[config.mk]
export PLATFORM = sky130hd
export DESIGN_NAME = instr_fetch_queue
export DESIGN_NICKNAME = d
export VERILOG_FILES = /design/src/rtl/instr_fetch_queue.sv
export SDC_FILE = /design/constraint.sdc
export NUM_CORES = 1
export LEC_CHECK = 0
export CAP_MARGIN = 5
export CORE_ASPECT_RATIO = 1.4
export CORE_MARGIN = 1
export CORE_UTILIZATION = 40
export CTS_CLUSTER_DIAMETER = 80
export DETAILED_ROUTE_END_ITERATION = 10
export SLEW_MARGIN = 5
export SYNTH_ARGS = -nofsm -noshare
export SYNTH_HDL_FRONTEND = slang
export SYNTH_SLANG_ARGS = --single-unit
[constraint.sdc]
create_clock -name clk -period 3.7 [get_ports clk]
set_input_delay 0.74 -clock clk [delete_from_list [all_inputs] [get_ports clk]]
set_output_delay 0.74 -clock clk [all_outputs]
set_load 0.01 [all_outputs]
[src/rtl/instr_fetch_queue.sv]
// -----------------------------------------------------------------------------
// instr_fetch_queue
//   Fetch stage that sits right after program_counter. It accepts the current
//   PC, issues a read to the synchronous instruction memory, and buffers the
//   returned words in a small in-order queue. Decode takes {instr, instr_pc}
//   over a valid/ready handshake. A credit rule (queued + in-flight < DEPTH)
//   back-pressures the PC through pc_ready. A flush (taken branch) kills the
//   queued and in-flight fetches.
//
// Optional feature macro: FETCH_HALT_DETECT_EN
//   When defined, a pushed word equal to HALT_INSTR sets the sticky 'halted'
//   output and stops further accepts until a flush or reset.
//   When undefined, 'halted' is always 0 and there is no compare logic.
//
// Ports
//   clk          in   clock; every state update happens on posedge
//   reset        in   synchronous reset, active low (0 = reset)
//   pc_in        in   PC to fetch
//   pc_valid     in   pc_in is valid this cycle
//   pc_ready     out  fetch accepts pc_in this cycle
//   flush        in   taken branch; clears queue and in-flight read
//   imem_rd_en   out  instruction memory read strobe
//   imem_addr    out  instruction memory address (pc_in truncated, wraps)
//   imem_rdata   in   instruction memory data, valid the cycle after rd_en
//   instr_valid  out  queue head valid
//   instr_ready  in   decode consumes the head
//   instr        out  head instruction (holds last value while empty)
//   instr_pc     out  PC of head instruction (holds last value while empty)
//   halted       out  sticky halt flag (always 0 without the macro)
// -----------------------------------------------------------------------------
module instr_fetch_queue #(
  parameter int                 PC_W       = 32,
  parameter int                 IMEM_AW    = 12,
  parameter int                 INSTR_W    = 9,
  parameter int                 DEPTH      = 4,
  parameter logic [INSTR_W-1:0] HALT_INSTR = 9'h1FF
) (
  input  logic               clk,
  input  logic               reset,
  input  logic [PC_W-1:0]    pc_in,
  input  logic               pc_valid,
  output logic               pc_ready,
  input  logic               flush,
  output logic               imem_rd_en,
  output logic [IMEM_AW-1:0] imem_addr,
  input  logic [INSTR_W-1:0] imem_rdata,
  output logic               instr_valid,
  input  logic               instr_ready,
  output logic [INSTR_W-1:0] instr,
  output logic [PC_W-1:0]    instr_pc,
  output logic               halted
);

  localparam int PTR_W = $clog2(DEPTH);
  localparam int CNT_W = PTR_W + 1;
  localparam logic [CNT_W:0] DEPTH_C = (CNT_W + 1)'(DEPTH);

  logic [CNT_W-1:0]   count_q, count_d;
  logic [PTR_W-1:0]   rdPtr_q, rdPtr_d;
  logic [PTR_W-1:0]   wrPtr_q, wrPtr_d;
  logic               inflight_q, inflight_d;
  logic [PC_W-1:0]    inflightPc_q, inflightPc_d;
  logic               halted_q, halted_d;
  logic [INSTR_W-1:0] holdInstr_q;
  logic [PC_W-1:0]    holdPc_q;

  logic [INSTR_W-1:0] instrMem_q [DEPTH];
  logic [PC_W-1:0]    pcMem_q    [DEPTH];

  logic [CNT_W:0] occupancy;
  logic           accept;
  logic           push;
  logic           pop;
  logic           haltHit;

  // Credit counts the in-flight read too, so a returning word always has a
  // free slot and the queue can never overflow.
  assign occupancy = {1'b0, count_q} + {{CNT_W{1'b0}}, inflight_q};
  assign pc_ready  = reset && !flush && !halted_q && (occupancy < DEPTH_C);
  assign accept    = pc_valid && pc_ready;

  assign imem_rd_en = accept;
  assign imem_addr  = pc_in[IMEM_AW-1:0];

  // The word returning this cycle is dropped when flush or reset kills it.
  assign push = reset && !flush && inflight_q;
  assign pop  = !flush && (count_q != '0) && instr_ready;

`ifdef FETCH_HALT_DETECT_EN
  assign haltHit = push && (imem_rdata == HALT_INSTR);
`else
  logic unusedHaltInstr;
  assign unusedHaltInstr = ^HALT_INSTR;
  assign haltHit = 1'b0;
`endif

  assign halted      = halted_q;
  assign instr_valid = (count_q != '0);
  assign instr       = instr_valid ? instrMem_q[rdPtr_q] : holdInstr_q;
  assign instr_pc    = instr_valid ? pcMem_q[rdPtr_q]    : holdPc_q;

  // Next-state for pointers, occupancy, in-flight tracking and halt.
  // Flush wins over push, pop and accept.
  always_comb begin
    count_d      = count_q;
    rdPtr_d      = rdPtr_q;
    wrPtr_d      = wrPtr_q;
    inflight_d   = inflight_q;
    inflightPc_d = inflightPc_q;
    halted_d     = halted_q;

    if (flush) begin
      count_d    = '0;
      rdPtr_d    = '0;
      wrPtr_d    = '0;
      inflight_d = 1'b0;
      halted_d   = 1'b0;
    end else begin
      if (push) begin
        wrPtr_d = wrPtr_q + 1'b1;
      end
      if (pop) begin
        rdPtr_d = rdPtr_q + 1'b1;
      end
      case ({push, pop})
        2'b10:   count_d = count_q + 1'b1;
        2'b01:   count_d = count_q - 1'b1;
        default: count_d = count_q;
      endcase
      inflight_d = accept;
      if (accept) begin
        inflightPc_d = pc_in;
      end
      if (haltHit) begin
        halted_d = 1'b1;
      end
    end
  end

  // Control state register with synchronous active-low reset.
  always_ff @(posedge clk) begin
    if (!reset) begin
      count_q      <= '0;
      rdPtr_q      <= '0;
      wrPtr_q      <= '0;
      inflight_q   <= 1'b0;
      inflightPc_q <= '0;
      halted_q     <= 1'b0;
    end else begin
      count_q      <= count_d;
      rdPtr_q      <= rdPtr_d;
      wrPtr_q      <= wrPtr_d;
      inflight_q   <= inflight_d;
      inflightPc_q <= inflightPc_d;
      halted_q     <= halted_d;
    end
  end

  // Queue storage needs no reset; only entries below count are ever visible.
  always_ff @(posedge clk) begin
    if (push) begin
      instrMem_q[wrPtr_q] <= imem_rdata;
      pcMem_q[wrPtr_q]    <= inflightPc_q;
    end
  end

  // Tracks the current head so instr/instr_pc keep their last value while
  // the queue is empty; reset makes them read 0.
  always_ff @(posedge clk) begin
    if (!reset) begin
      holdInstr_q <= '0;
      holdPc_q    <= '0;
    end else if (count_q != '0) begin
      holdInstr_q <= instrMem_q[rdPtr_q];
      holdPc_q    <= pcMem_q[rdPtr_q];
    end
  end

endmodule

# == Word-level counts from Yosys, hierarchy flattened ==
# Memory sizes are Yosys's and may differ from the RTL's. A register that Yosys moved wholly into a read port is not among the register bits.
# Index checks and enable logic that the tools add are counted.
# op_classes
eq_ne,2
bitwise,2
n_mux,9
n_reduce_logical,11
magnitude_cmp,1
add_sub_neg,5
# ops
op,n
32-bit 2-to-1 mux,1
9-bit 2-to-1 mux,1
2-bit 2-to-1 mux,4
1-bit logical AND,6
3-bit one-hot mux with 2 select lines,1
2-bit by 1-bit adder with 2-bit output (second input constant),2
3-bit by 1-bit adder with 4-bit output,1
4-bit by 3-bit less-than comparator with 1-bit output (second input constant),1
3-bit by 1-bit adder with 3-bit output (second input constant),1
3-bit nonzero test,1
3-bit by 1-bit subtractor with 3-bit output (second input constant),1
2-bit by 1-bit equality test with 1-bit output (second input constant),1
2-bit equality test (second input constant),1
1-bit 2-to-1 mux,2
1-bit NOT,2
2-bit AND reduction,1
2-bit nonzero test,1
2-bit OR reduction,1
1-bit zero test,1
# totals
mem_bits_rw,164
memories,2
elab_cells,39
out_inout_bits,57
ff_bits,81
# mem_list
memory,depth,word_bits,rd,rd_ports_with_merged_regs,wr,line,rtl
pcMem_q,4,32,1,1,1,68,logic [PC_W-1:0] pcMem_q [DEPTH];
instrMem_q,4,9,1,1,1,67,logic [INSTR_W-1:0] instrMem_q [DEPTH];

# == Logic depth before layout (Yosys ltp) ==
# logic_depth
ltp_word,5
mapped_depth,8
mapped_depth_nobuf,8

# == Worst setup path before layout ==
# No wires, ideal clock.
# synth_path
path_type,input port to flip-flop
startpoint,input port reset
endpoint,memory instrMem_q[0][0] (enable)
path_stages,2
setup_slack_ns,1.284
t_arrival_ns,2.013
cell_sequence,nor2b_1 > and3_1
# synth_between
elab_chain_len,4
# synth_rtl
item,line,rtl
from (decl),39,"input logic reset,"
1-bit logical AND (2 in a row),86,assign push = reset && !flush && inflight_q;
1-bit 2-to-1 mux,161,if (push) begin
1-bit 2-to-1 mux (not written as such),162,instrMem_q[wrPtr_q] <= imem_rdata;
to (decl),67,
# No other way between the ends.

==> results.md <==
- Post-detailed-route DRC marker count: 0
- Final Slew Violations: 0
- Cell types occupying the most area after synthesis: edfxtp_1, dfxtp_1, mux4_2
- Power density normalized to cell area: about 480 mW/mm^2
- Delay of the slowest critical-path stage: ~0.63 ns
- Post-synthesis cell type count: 31
- Setup violation total in the final timing report: 0
- Clock-pin transition on the worst setup and hold timing paths: approximately 0.060 ns
- Critical Path Slowest Stage Cell: dfxtp_4
- Number of nets still failing antenna checks after routing: 0
- Final Critical Period: around 3.5 ns
- Critical path, cell by cell: buf_4 > mux4_2 > mux2_4 > clkdlybuf4s50_1
- Share of layout cells above drive strength 1: roughly a fifth
- Die width: approximately 130 um
- Total power consumption of the routed design: 0.00551 W
- Cell count after synthesis: ~560
- Die outline area: between 0.02 and 0.025 sq mm
- Resized Gates After CTS: 0
- Number of synthesized register bits: 247
- Average wire length per cell after detail routing: ~19 um
- Number of buffers on the longest clock path: 3
- Seq/Total Area, Yosys: a little over two thirds
- Most numerous cell in the Yosys netlist: edfxtp_1
- Maximum capacitance violations: 0
- Max-Slew Margin vs Limit: 38.4%
- Number of clock buffers inserted by TritonCTS: 23
- Syn-to-layout area delta: 21.1%
- Vias in the first global route: 5224
- Hold violation total from the final report: 0
- I/O pin count: ~100
- Maximum vdd drop: roughly 0.39 mV
- Post-synthesis area per instance: ~17 sq um
- Grt total ovfl: 0
- Endpoint arrival time on the critical path: ~2.7 ns
- Predominant post-synthesis flop cell: edfxtp_1
- Critical path fanouts, max: 20
- HPWL after detailed placement: approximately 11000 um
- Post-CTS Setup Inserts: 0
- Maximum number of pins on one net before global-route repair: 75
- CTS Hold Bufs: 0
- Via density per instance: about 5
- Initial core utilization: between 40% and 50%
- Number of violations reported at the end of detailed-routing iteration 0: 305
- Count of non-filler cells in the finished layout: between 900 and 1000
- Kind of end point of the critical path: primary output
- Overall Global Routing Usage: between 10% and 20%
- Number of synthesized flops with an enable pin: roughly 160
- Portion of synthesized cell area occupied by the leading cell type: between 50% and 60%
- Number of placement rows: 66
- 1st-pass router iterations: 4
- WP data required: ~3 ns
- Num Clock Sinks: 247
- Cell taking the most area after synthesis: edfxtp_1
- Antenna violations before repair: 0
- Measured slew at the worst slew-check pin: between 0.9 and 1 ns
- Global-route wire length before repair: between 20000 and 30000 um
- Chip Height: 184 um
- WP buf/inv: 2
- Number of cells in the design after placement: 933
- Core box area: about 0.023 sq mm
- Run status: finished clean
- Setup_tns: 0 ns
- Routability Congestion: a little under 0.7
- Post-route core utilization: between 40% and 50%
- Worst Setup Start Kind: flip-flop
- Leakage dissipation: approximately 3.8 nW
- Critical Setup Path Class: reg -> out
- Final period utilization: 93.3%
- Combined area of all synthesized cells: 0.00949 sq mm
- Asr flop ratio synth: 0%
- Path category of the worst min-delay check: reg -> reg
- Number of diodes added for antenna fixing: 0
- Warnings, synthesis: 0
- Largest delay contributor family on the critical path: multiplexers
- Routed wire length: about 19000 um
- Post-layout net count: around 700
- Filler cell count in the final layout: ~2000
- Highest attainable clock frequency: a little under 0.3 GHz
- RSZ-0062 raised after global routing: false
- Setup skew after layout: approximately 0.014 ns
- Clock tree from TritonCTS: yes
- Level count of the clock H-tree: 1
- Port Buf Inserts: 101
- Net Count, Synth: 616
- Source-to-sink clock delay at the later pin of the worst-skew pair: ~0.51 ns
- Clk root buf: clkbuf_16
- Most instantiated cells after synthesis: edfxtp_1, dfxtp_1, and2_1
- Overall via count from detail_route: approximately 5000
-- cell usage in the layout (no fill, tap or decap), types with 5 or more instances in the layout --
master / netlist / routed
clkbuf_16: 0 / 23
nand2_1: 33 / 33
nand4_1: 32 / 32
clkbuf_1: 21 / 5
edfxtp_1: 164 / 164
buf_4: 13 / 10
mux4_2: 41 / 41
clkdlybuf4s50_1: 0 / 99
mux2_4: 39 / 39
ha_1: 5 / 5
nor2_1: 9 / 9
o21ai_0: 33 / 33
inv_1: 5 / 5
dfxtp_1: 83 / 81
and2_1: 42 / 42
-- per-stage QoR --
stage / cell area (sq um) / worst slack [ns] / hold slack, ns
2_1_floorplan: 9490 / 1.28 / 0.460
3_3_place_gp: 10700 / 0.541 / 0.467
3_5_place_dp: 10700 / 0.492 / 0.489
4_1_cts: 11500 / 0.177 / 0.499
5_1_grt: 11500 / 0.0750 / 0.520
6_report: 11500 / 0.249 / 0.498
-- power breakdown --
group | leakage, nW | switching, W | internal [W]
Clock | 0.364 | 0.000971 | 0.00138
Combinational | 1.28 | 0.0000816 | 0.0000886
Sequential | 2.18 | 0.0000255 | 0.00296
-- final timing paths --
| kind | from | end | slack [ns] | cells past startpoint |
|---|---|---|---|---|
| worst max register to register | count_q[2]$_SDFFE_PP0P_ | count_q[2]$_SDFFE_PP0P_ | 1.66 | 8 |
| worst max-delay path | flip-flop | instr_pc[30] | 0.25 | 4 |
| worst min register to register | inflightPc_q[8]$_SDFFE_PN0P_ | inflightPc_q[8]$_SDFFE_PN0P_ | 0.50 | 2 |
| worst min-delay path | inflightPc_q[8]$_SDFFE_PN0P_ | inflightPc_q[8]$_SDFFE_PN0P_ | 0.50 | 2 |
-- tightest hold or removal path, cell delays in order, from the launching register on --
cell	delay [ns]
dfxtp_1	0.34
nand2_1	0.06
o21ai_0	0.06
-- state kept, by name, indices dropped and copies added, names as in the netlist, named ones only --
| signal | cells |
|---|---|
| wrPtr_q | 2 |
| inflightPc_q | 32 |
| inflight_q | 1 |
| holdInstr_q | 9 |
| pcMem_q | 128 |
| instrMem_q | 36 |
| holdPc_q | 32 |
| rdPtr_q | 2 |
| count_q | 3 |
-- cells by family after synthesis --
group           share of synthesized area, %
compound gates                          2.02
mux                                     16.2
other cells                           0.0395
flops                                   69.4
xor+xnor                               0.461
fa+ha+maj                              0.870
simple gates                            7.38
buf+inv                                 3.57
-- routing by layer --
metal / up-vias / GRT usage, % / share of wire (%)
met1: 2546 / 19.9 / 43
li1: 2295 / - / -
met4: 0 / 4.74 / 2.0
met2: 120 / 27.8 / 51
met5: - / 0 / 0
met3: 24 / 2.20 / 4.3
-- area by class of cell --
class / instances / area [sq um] / share of cell area, %
sequential: 247 / 6590 / 57.4
clock inverter: 13 / 145 / 1.26
inverter: 5 / 18.8 / 0.163
clock buffer: 29 / 608 / 5.29
tap: 306 / 383 / 3.33
multi-input combinational: 260 / 2580 / 22.5
timing repair buffer: 115 / 1160 / 10.1
No activity file was read; power rests on OpenSTA's default activity.
